--- config.mk ---
export PLATFORM = sky130hd
export DESIGN_NAME = addsub_mp_seq_flat
export DESIGN_NICKNAME = d
export VERILOG_FILES = /design/src/rtl/addsub_mp_seq_if.sv /design/src/rtl/addsub_mp_seq.sv /design/src/flat_wrapper.sv
export SDC_FILE = /design/constraint.sdc
export NUM_CORES = 1
export LEC_CHECK = 0
export BUFFER_PORTS_ARGS = -buffer_cell sky130_fd_sc_hd__buf_2
export CORE_MARGIN = 4
export CORE_UTILIZATION = 57
export CTS_CLUSTER_DIAMETER = 30
export DETAILED_ROUTE_END_ITERATION = 12
export PLACE_DENSITY = 0.95
export SLEW_MARGIN = 20
export SYNTH_ARGS = -nofsm -noshare
export SYNTH_HDL_FRONTEND = slang
export SYNTH_SLANG_ARGS = --single-unit
--- constraint.sdc ---
create_clock -name CLK -period 4.5 [get_ports CLK]
set_input_delay 0.225 -clock CLK [delete_from_list [all_inputs] [get_ports CLK]]
set_output_delay 0.225 -clock CLK [all_outputs]
set_load 0.01 [all_outputs]
--- src/rtl/addsub_mp_seq_if.sv ---
// Operand/result handshake bundle for the multi-precision add/sub sequencer.
// The producer/consumer side uses master; the sequencer uses slave.
interface addsub_mp_seq_if #(
  parameter int W = 4,
  parameter int N = 4
);
  logic           IN_VALID;
  logic           IN_READY;
  logic [N*W-1:0] A;
  logic [N*W-1:0] B;
  logic           M;
  logic           OUT_VALID;
  logic           OUT_READY;
  logic [N*W-1:0] S;
  logic           C;
  logic           V;
  logic           Z;

  modport master (
    output IN_VALID, A, B, M, OUT_READY,
    input  IN_READY, OUT_VALID, S, C, V, Z
  );

  modport slave (
    input  IN_VALID, A, B, M, OUT_READY,
    output IN_READY, OUT_VALID, S, C, V, Z
  );
endinterface

--- src/rtl/addsub_mp_seq.sv ---
// Multi-precision adder/subtractor: one W-bit carry-lookahead slice processes
// an N-word operand pair LSW first, chaining the carry through a register.
module addsub_mp_seq #(
  parameter int W = 4,
  parameter int N = 4
) (
  input  logic            CLK,
  input  logic            RST,
  addsub_mp_seq_if.slave  bus
);

  localparam int IDX_W = (N > 1) ? $clog2(N) : 1;
  localparam logic [IDX_W-1:0] LAST_IDX = IDX_W'(N - 1);

  typedef enum logic [1:0] {
    IDLE = 2'd0,
    RUN  = 2'd1,
    DONE = 2'd2
  } state_t;

  state_t           r_state;
  state_t           w_state_nxt;
  logic [IDX_W-1:0] r_idx;
  logic [W-1:0]     r_a_w [N];
  logic [W-1:0]     r_b_w [N];
  logic [W-1:0]     r_s_w [N];
  logic             r_m;
  logic             r_carry;
  logic             r_nz;
  logic             r_c;
  logic             r_v;
  logic             r_z;

  logic             w_accept;
  logic             w_release;
  logic             w_last;
  logic [W-1:0]     w_a_k;
  logic [W-1:0]     w_b_k;
  logic [W+1:0]     w_slice;
  logic [W-1:0]     w_sum;
  logic             w_cout;
  logic             w_cmsb;

  // Pure lookahead slice: each carry is a flat sum of products of the
  // generate/propagate terms and cin, never built from the previous carry.
  // Returns {carry out, carry into bit W-1, sum}.
  function automatic logic [W+1:0] cla_slice(
    input logic [W-1:0] a,
    input logic [W-1:0] b,
    input logic         cin
  );
    logic [W-1:0] g;
    logic [W-1:0] p;
    logic [W:0]   c;
    logic         pp;
    g    = a & b;
    p    = a ^ b;
    c    = '0;
    c[0] = cin;
    for (int i = 0; i < W; i++) begin
      pp = 1'b1;
      for (int j = i; j >= 0; j--) begin
        c[i+1] = c[i+1] | (pp & g[j]);
        pp     = pp & p[j];
      end
      c[i+1] = c[i+1] | (pp & cin);
    end
    return {c[W], c[W-1], p ^ c[W-1:0]};
  endfunction

  assign w_accept  = (r_state == IDLE) && bus.IN_VALID;
  assign w_release = (r_state == DONE) && bus.OUT_READY;
  assign w_last    = (r_idx == LAST_IDX);

  assign w_a_k   = r_a_w[r_idx];
  assign w_b_k   = r_b_w[r_idx] ^ {W{r_m}};
  assign w_slice = cla_slice(w_a_k, w_b_k, r_carry);
  assign w_sum   = w_slice[W-1:0];
  assign w_cmsb  = w_slice[W];
  assign w_cout  = w_slice[W+1];

  always_ff @(posedge CLK) begin
    if (RST) begin
      r_state <= IDLE;
    end else begin
      r_state <= w_state_nxt;
    end
  end

  always_comb begin
    w_state_nxt = r_state;
    case (r_state)
      IDLE:    if (w_accept) w_state_nxt = RUN;
      RUN:     if (w_last) w_state_nxt = DONE;
      DONE:    if (w_release) w_state_nxt = IDLE;
      default: w_state_nxt = IDLE;
    endcase
  end

  // Operand capture: only meaningful on the accept cycle, so no reset.
  always_ff @(posedge CLK) begin
    if (w_accept) begin
      r_m <= bus.M;
      for (int k = 0; k < N; k++) begin
        r_a_w[k] <= bus.A[k*W +: W];
        r_b_w[k] <= bus.B[k*W +: W];
      end
    end
  end

  always_ff @(posedge CLK) begin
    if (RST) begin
      r_idx   <= '0;
      r_carry <= 1'b0;
      r_nz    <= 1'b0;
      r_c     <= 1'b0;
      r_v     <= 1'b0;
      r_z     <= 1'b0;
      for (int k = 0; k < N; k++) begin
        r_s_w[k] <= '0;
      end
    end else begin
      case (r_state)
        IDLE: begin
          if (w_accept) begin
            r_idx   <= '0;
            r_carry <= bus.M;
            r_nz    <= 1'b0;
          end
        end
        RUN: begin
          r_s_w[r_idx] <= w_sum;
          r_carry      <= w_cout;
          r_nz         <= r_nz | (|w_sum);
          // Flags are taken from the MSW slice; idx parks at N-1 until next accept.
          if (w_last) begin
            r_c <= w_cout;
            r_v <= w_cmsb ^ w_cout;
            r_z <= ~(r_nz | (|w_sum));
          end else begin
            r_idx <= r_idx + IDX_W'(1);
          end
        end
        default: ;
      endcase
    end
  end

  for (genvar k = 0; k < N; k++) begin : g_s_out
    assign bus.S[k*W +: W] = r_s_w[k];
  end

  assign bus.IN_READY  = (r_state == IDLE);
  assign bus.OUT_VALID = (r_state == DONE);
  assign bus.C         = r_c;
  assign bus.V         = r_v;
  assign bus.Z         = r_z;

endmodule
--- src/flat_wrapper.sv ---
// flat-port wrapper written by rule: the top's interface ports become plain ports
module addsub_mp_seq_flat 
#(
  parameter int W = 4,
  parameter int N = 4
)
  (CLK, RST, bus_IN_VALID, bus_A, bus_B, bus_M, bus_OUT_READY, bus_IN_READY, bus_OUT_VALID, bus_S, bus_C, bus_V, bus_Z);
  addsub_mp_seq_if #(.W(W), .N(N)) bus_i ();
  input  logic CLK;
  input  logic RST;
  input wire logic [$bits(bus_i.IN_VALID)-1:0] bus_IN_VALID;
  input wire logic [$bits(bus_i.A)-1:0] bus_A;
  input wire logic [$bits(bus_i.B)-1:0] bus_B;
  input wire logic [$bits(bus_i.M)-1:0] bus_M;
  input wire logic [$bits(bus_i.OUT_READY)-1:0] bus_OUT_READY;
  output wire logic [$bits(bus_i.IN_READY)-1:0] bus_IN_READY;
  output wire logic [$bits(bus_i.OUT_VALID)-1:0] bus_OUT_VALID;
  output wire logic [$bits(bus_i.S)-1:0] bus_S;
  output wire logic [$bits(bus_i.C)-1:0] bus_C;
  output wire logic [$bits(bus_i.V)-1:0] bus_V;
  output wire logic [$bits(bus_i.Z)-1:0] bus_Z;
  assign bus_i.IN_VALID = bus_IN_VALID;
  assign bus_i.A = bus_A;
  assign bus_i.B = bus_B;
  assign bus_i.M = bus_M;
  assign bus_i.OUT_READY = bus_OUT_READY;
  assign bus_IN_READY = bus_i.IN_READY;
  assign bus_OUT_VALID = bus_i.OUT_VALID;
  assign bus_S = bus_i.S;
  assign bus_C = bus_i.C;
  assign bus_V = bus_i.V;
  assign bus_Z = bus_i.Z;
  addsub_mp_seq #(.W(W), .N(N)) u_core (.CLK(CLK), .RST(RST), .bus(bus_i));
endmodule
======== After elaboration in Yosys (flattened, before gate mapping) ========
Memories as Yosys holds them, arrays and structs flattened. A register that Yosys moved wholly into a read port is not among the register bits.
Index checks and enable logic that the tools add are counted.
W data, S select, Z words.
storage, ports and cells
  bits of input ports ..................... 37
  output and inout port bits .............. 21
  memory bits (read-only) ................. 0
  memories kept ........................... 3
  RAM bits ................................ 48
  bits in latches ......................... 0
  flip-flop bits (word level) ............. 10
memories
  memory        words  bits a word  rd ports  clocked after memory_dff  wr ports  RTL line             RTL
  u_core.r_a_w  4      4            1         1                         4         addsub_mp_seq.sv:24  logic [W-1:0] r_a_w [N];
  u_core.r_b_w  4      4            1         1                         4         addsub_mp_seq.sv:25  logic [W-1:0] r_b_w [N];
  u_core.r_s_w  4      4            4         0                         4         addsub_mp_seq.sv:26  logic [W-1:0] r_s_w [N];
cells by class
  reduce and logical (&&, ||, !) cells .... 10
  multiplexer cells ....................... 25
  multipliers ............................. 0
  add/sub/neg operators ................... 1
  bitwise gates (word level) .............. 33
  shifts and indexed selects .............. 0
  div/mod/pow operators ................... 0
  equality and inequality tests ........... 7
  magnitude comparators ................... 0
operator list
  operator               count
  $mux W2                10
  $and A1 B1 Y1          16
  $xor A4 B4 Y4          3
  $or A1 B1 Y1           11
  $mux W1                10
  $reduce_or A4 Y1       2
  $ne A2 B1 Y1 const B   3
  $pmux W2 S3            1
  $reduce_and A3 Y1      2
  $and A4 B4 Y4          1
  $eq A2 B2 Y1 const B   2
  $mux W4                1
  $pmux W1 S2            2
  $pmux W2 S2            1
  $reduce_and A2 Y1      2
  $add A2 B1 Y2 const B  1
  $eq A2 B1 Y1 const B   1
  $logic_and A1 B1 Y1    2
  $logic_not A2 Y1       1
  $ne A2 B2 Y1 const B   1
  $reduce_bool A2 Y1     1
  $not A1 Y1             1
  $xor A1 B1 Y1          1

======== Depth between registers and ports, before layout ========
Gate-level depths: netlist (run 1).
  word-level depth ........................ 10
  depth in mapped cells ................... 8
  gate-level depth less buffers ........... 7

======== Worst setup path before layout (run 1) ========
No wires, ideal clock.
  kind .................................... reg2reg
  start point ............................. reg with a tool-made name
  end point ............................... mem u_core.r_s_w[2][3], data pin
  slack ................................... 1.866 ns
  data arrival time ....................... 2.367 ns
  path buffers ............................ 1
  cell stages (with the launch flop) ...... 9
  library setup time ...................... 0.266 ns
  period minus slack after synthesis ...... 2.634 ns
  data required time ...................... 4.234 ns
  path through ............................ dfxtp_1 -> buf_2 -> mux4_2 -> xor2_1 -> ha_1 -> a211oi_1 -> o21bai_1 -> xnor2_1 -> nor2_1
RTL lines
  what       RTL line
  to (decl)  addsub_mp_seq.sv:26

==> impl_results.md, run 1 <==
- Syn Nets: 206
- Post-synth EDFFs: 49
- Clock sinks: 60
- I/O Buffers: 57
- Full die area: 5526 µm²
- CTS Buf Count: 9
- NumNets Final: 270
- Setup TNS: 0 ps
- Async set-or-reset flop fraction in the synthesized netlist: 0
- Routed vias/inst: 5.493
- Cells after synthesis: 163
- Post-Syn Area: 2509 µm²
- Initial DRC Count: 60
- Final Hold Fails: 0
- CP Max Fanout: 8
- Fmax: 0.3302 GHz
- Postcts setup bufs: 0
- Critical Path End Type: flip-flop
- CTS Buffer Depth: 2
- Layout cell share with drive strength beyond 1: 0.3750
- DP Area: 2839 µm²
- Synth Register Bits: 60
- Clock Latency Late Sink: 340 ps
- Worst setup path class: flip-flop to flip-flop
- Worst Skew: 11.31 ps
- Grt ovf: 0
- Routed length per instance: 15.70 µm
- Synth unique cells: 38
- CP max stage cell: dfxtp_1
- Chip height: 74.34 µm
- Final Cycle Share: 0.6730
- H-tree levels: 3
- Max transition margin: 0.6694
- Layout area overhead: 20.20%
- First-pass GRT wire length: 7.113 mm
- Status: finished clean
- Worst-path cell chain: mux4_2, xor2_1, ha_1, a211oi_1, o21bai_1, xnor2_1, nor2_1
- Min Tclk post-route: 3029 ps
- Remaining DRCs: 0
- CP required: 4570 ps
- Number of diodes: 0
- Leak: 1.178 nW
- Critical Path Max Stage Delay: 630 ps
- Fin. max-slew vios: 0
- Critical Path Start Type: flip-flop
- Root Buffer: clkbuf_8
- Die width: 74.34 µm
- Drt pass-1 iters: 4
- Post-CTS Resized: 0
- Register area share after synthesis: 0.6743
- Synth warn: 0
- Total Power: 1.284 mW
- Worst-Margin Slew: 492.3 ps
- Yosys top cell area share: 0.5865
- Antenna-violating nets left: 0
- Post-route core utilization: 0.7327
- Pwr Density: 425.7 nW/µm²
- Number of hold buffers added after CTS: 0
- Buffers and inverters on the worst path: 0
- Largest cells by area after synthesis: edfxtp_1, dfxtp_1, mux4_2
- Vias in the first global route: 1587
- Avg Cell Area, Syn: 15.39 µm²
- Initial antenna violation count: 0
- DR vias: 1549
- Fill count: 267
- Top-Level Pins: 58
- Final count of negative-setup-slack endpoints: 0
- # rows: 23
- Max VDD drop: 258.2 µV
- WP data arrival: 3090 ps
- Final WL: 4.427 mm
- Reg clk slew, reported paths: 60 ps
- Placed wire-length estimate: 3.283 mm
- Hold crit path type: primary input to flip-flop
- Final Cell Area: 3015 µm²
- Gp weighted congestion: 0.7662
- RSZ-0062 raised after global routing: no
- Starting Density: 0.6096
- GR Util All Layers: 0.1818
- Core ar.: 4115 µm²
- Yosys top cell by area: edfxtp_1
- Critical path's top delay family: XOR/XNOR gates
- Largest net degree at the start of global routing: 34
- Max-capacitance violation count: 0
- Most common flop cell mapped by yosys: edfxtp_1
- CTS tree: yes
final cells by class:
cell class                 instances  area [µm²]  area share
sequential                        60        1692      0.5610
multi-input combinational         94       777.0      0.2577
timing repair buffer              58       292.8     0.09710
clock buffer                      13       138.9     0.04606
tap                               50       62.56     0.02075
clock inverter                     3       37.54     0.01245
inverter                           4       15.01    0.004979
placed cells by master, fill, tap and decap left out, types with 2 or more instances in the layout:
master	count
mux2i_1	2
clkbuf_1	4
ha_1	5
nor2_2	4
o21ai_0	3
buf_2	57
o21bai_1	2
a22oi_1	3
and2_1	2
nand2_1	5
nand2b_1	4
edfxtp_1	49
mux4_2	8
dfxtp_1	11
nor2b_1	3
nor2_1	22
a21oi_1	4
inv_1	4
nand3b_1	2
clkinv_1	2
clkbuf_8	9
xnor2_1	2
a211oi_1	3
xor2_1	4
or2_2	2
state kept, by name (all words and copies together), names as in the netlist, named ones only:
name            cells
u_core.bus.Z        1
u_core.r_a_w       16
u_core.bus.V        1
u_core.r_b_w       16
u_core.r_nz         1
u_core.r_m          1
u_core.bus.C        1
u_core.r_carry      1
u_core.r_s_w       16
u_core.r_state      2
u_core.r_idx        2
metrics by stage:
stage / setup WS (ps) / std cells / hold slack (ps)
finish: 1471 / 282 / 66.41
global route: 1188 / 282 / 40.34
CTS: 1449 / 282 / 49.08
detailed placement: 1513 / 266 / 403.1
global placement: 1609 / 266 / 402.1
floorplan: 1866 / 163 / 323.9
cell usage after synthesis, types with 4 or more instances:
library cell	n
nor2_2	4
a21oi_1	4
mux4_2	8
edfxtp_1	49
ha_1	5
dfxtp_1	11
xor2_1	4
nor2_1	22
inv_1	4
nand2_1	5
nand2b_1	4
cell families after synthesis:
kind of cell | synth area share
XOR/XNOR | 0.02095
flip-flops | 0.6743
adder cells (fa/ha/maj) | 0.03292
multiplexers | 0.08429
buffers and inverters | 0.01596
AND/OR/NAND/NOR | 0.09675
AO/OA/AOI/OAI | 0.07481
report_power, final:
part	internal (mW)	switching, mW
clock network	0.253	0.184
logic	0.0818	0.108
registers	0.639	0.0178
total	0.974	0.310
worst paths after layout:
path                      from            endpoint  slack [ps]  cells after the start
hold reg to reg   u_core.bus.Z        u_core.bus.Z         500                      2
setup reg to reg     flip-flop  u_core.r_s_w[2][3]        1470                      7
hold / removal       bus_A[11]  u_core.r_a_w[2][3]          70                      1
setup / recovery     flip-flop  u_core.r_s_w[2][3]        1470                      7
routing by layer:
layer	track usage	share of wire
met5	0	0
met4	0.08300	0.019
met3	0.07027	0.084
met2	0.3130	0.51
met1	0.1993	0.39
Power figures use the tool's default switching activity.
==> run 2: changes to the inputs <==
--- a/config.mk
+++ b/config.mk
@@ -5,12 +5,13 @@
 export SDC_FILE = /design/constraint.sdc
 export NUM_CORES = 1
 export LEC_CHECK = 0
+export ABC_AREA = 1
 export BUFFER_PORTS_ARGS = -buffer_cell sky130_fd_sc_hd__buf_2
 export CORE_MARGIN = 4
-export CORE_UTILIZATION = 57
+export CORE_UTILIZATION = 53
 export CTS_CLUSTER_DIAMETER = 30
 export DETAILED_ROUTE_END_ITERATION = 12
-export PLACE_DENSITY = 0.95
+export PLACE_DENSITY = 0.9
 export SLEW_MARGIN = 20
 export SYNTH_ARGS = -nofsm -noshare
 export SYNTH_HDL_FRONTEND = slang
==> constraint.sdc (replaced) <==
create_clock -name CLK -period 3.1 [get_ports CLK]
set_input_delay 0.155 -clock CLK [delete_from_list [all_inputs] [get_ports CLK]]
set_output_delay 0.155 -clock CLK [all_outputs]
set_load 0.01 [all_outputs]
==> impl_results.md, run 2 <==
- Status: finished clean
- Gp weighted congestion: 0.8523
- Top-Level Pins: 58
- Worst-Margin Slew: 730.0 ps
- Most common cell after layout, fill and taps aside: buf_2
- Comb power frac: 0.147
- Critical Path Max Stage Delay: 430 ps
- Max-capacitance violation count: 0
- Final WL: 6.052 mm
- Postcts setup bufs: 0
- Post-CTS Resized: 0
- Most common flop cell mapped by yosys: edfxtp_1
- Drt pass-1 iters: 5
- Worst Skew: 12.88 ps
- Setup TNS: 0 ps
- Fmax: 0.3981 GHz
- RSZ-0062 raised after global routing: no
- Min Tclk post-route: 2512 ps
- NumNets Final: 358
- Yosys top cell area share: 0.5813
- Largest cells by area after synthesis: edfxtp_1, dfxtp_1, nor2_1
- CP max stage cell: fa_1
- Cells after synthesis: 220
- Reg clk slew, reported paths: 70 ps
- Final Hold Fails: 0
- Sequential share of power: 0.452
- Async set-or-reset flop fraction in the synthesized netlist: 0
- Synth warn: 0
- Commonest cells after routing, fill and taps aside: buf_2, edfxtp_1, nor2_1, dlygate4sd3_1, inv_1
- Antenna-violating nets left: 0
- Number of hold buffers added after CTS: 30
- Avg Cell Area, Syn: 11.51 µm²
- Synth Register Bits: 60
- Post-Syn Area: 2531 µm²
- DP Worst Slack: 641.8 ps
- Top cells by count, synth: edfxtp_1, nor2_1, inv_1
- GR Util All Layers: 0.2220
- Initial antenna violation count: 0
- Worst-path cell chain: buf_4, clkinv_2, o21ai_0, o22ai_1, xor2_1, fa_1, xnor2_1, nand2_1, nor2_1, nand2_2, nand2_1, nand2_1
- Post-Place Cells: 326
- Final count of negative-setup-slack endpoints: 0
- Number of diodes: 0
- Clock sinks: 60
- CTS Buffer Depth: 2
- Most common cell in the netlist: edfxtp_1
- Placed wire-length estimate: 3.719 mm
- Grt ovf: 0
- Largest net degree at the start of global routing: 36
- CP required: 3330 ps
- # rows: 24
- NetSw: 513.2 µW
- Remaining DRCs: 0
- WP data arrival: 2740 ps
- GR Util met1: 0.2340
- CP Max Fanout: 17
- Starting Density: 0.5657
- Root Buffer: clkbuf_8
- Pwr Density: 618.4 nW/µm²
- Critical Path Start Type: flip-flop
- Register area share after synthesis: 0.6683
- Initial DRC Count: 204
- Routed vias/inst: 5.433
- Clk pwr share: 0.401
- Yosys top cell by area: edfxtp_1
- H-tree levels: 3
- Worst setup path class: flip-flop to flip-flop
- DR vias: 2021
- First-pass GRT wire length: 9.963 mm
- Most used routing layer in global routing: met2
- Layout area overhead: 33.91%
- Final setup margin: 588.1 ps
- Die width: 77.11 µm
- CTS Buf Count: 9
- M2 GR Usage: 0.3911
- Synth unique cells: 26
- Internal Pwr Total: 1.583 mW
- Full die area: 5945 µm²
- Fin. max-slew vios: 0
- Hold crit path type: primary input to flip-flop
- Routed length per instance: 16.27 µm
- Cell Count, Final, Fillers Out: 372
- Max transition margin: 0.5092
- GR Util met3: 0.05504
- Layout cell share with drive strength beyond 1: 0.2781
- Leak: 1.437 nW
- Core ar.: 4474 µm²
- Clock Latency Late Sink: 340 ps
- Post-synth EDFFs: 49
- Vias in the first global route: 2089
- Biggest regs: u_core.r_a_w (16), u_core.r_b_w (16), u_core.r_s_w (16)
- Sw frac: 0.2448
- Syn Nets: 263
- Critical Path End Type: flip-flop
- CTS tree: yes
- Max VDD drop: 407.5 µV
- Chip height: 77.11 µm
- Most frequent CP cell: nand2_1
- Final Cycle Share: 0.8103
- I/O Buffers: 57
[run 2: worst paths after layout]
kind,start,to,slack [ps],cells after the start
worst max-delay path,flip-flop,u_core.r_nz,590,12
worst min-delay path,bus_A[3],u_core.r_a_w[0][3],10,1
worst max register to register,flip-flop,u_core.r_nz,590,12
worst min register to register,u_core.r_nz,u_core.r_nz,500,2
[run 2: power by group through the flow]
stage                     clock network (mW)  logic, mW  registers [mW]
final                                  0.840      0.308           0.948
after global routing                   0.883      0.344           0.952
after CTS                              0.829      0.301           0.947
after detailed placement                   0      0.270           0.964
after global placement                     0      0.256           0.962
after floorplan                            0      0.184           0.964
[run 2: layer usage]
metal,vias up,wire length [µm]
li1,945,-
met1,944,2196
met2,110,3222
met3,22,391
met4,0,242
met5,-,0
[run 2: worst max-delay path: cells and delay by family (launching register included)]
family                   cells  cell delay, ps
adder cells (fa/ha/maj)      1             430
AND/OR/NAND/NOR              5             400
XOR/XNOR                     2             500
flip-flops                   1             310
buffers and inverters        2             390
AO/OA/AOI/OAI                2             380
[run 2: layout make-up]
cell class | instances | area [µm²]
flip-flops and latches | 60 | 1692
fillers | 254 | 1085
multi-input cells | 130 | 708.2
repair buffers | 88 | 593.1
clock buffers | 12 | 135.1
inverters | 26 | 98.84
clock inverters | 4 | 97.59
well taps | 52 | 65.06
[run 2: through the flow]
step | utilization | hold WS (ps) | power, mW | area, µm²
2_1_floorplan | - | 224.1 | 1.148 | 2531
3_3_place_gp | 0.6384 | 331.7 | 1.218 | 2856
3_5_place_dp | 0.6384 | 333.1 | 1.234 | 2856
4_1_cts | 0.7576 | 4.887 | 2.076 | 3390
5_1_grt | 0.7576 | 2.143 | 2.179 | 3390
6_report | 0.7576 | 14.23 | 2.096 | 3390
[run 2: kinds of logic (layout without fill, tap and decap cells)]
kind of cell               Yosys count  count (layout)  share of synthesized area
and+or+nand+nor                     83              83                     0.1488
DFF                                 60              60                     0.6683
AOI/OAI and AO/OA                   36              36                    0.08107
buffers and inverters               30             130                    0.05190
adders and majority gates            6               6                    0.03263
xor gates and xnor gates             5               5                    0.01730
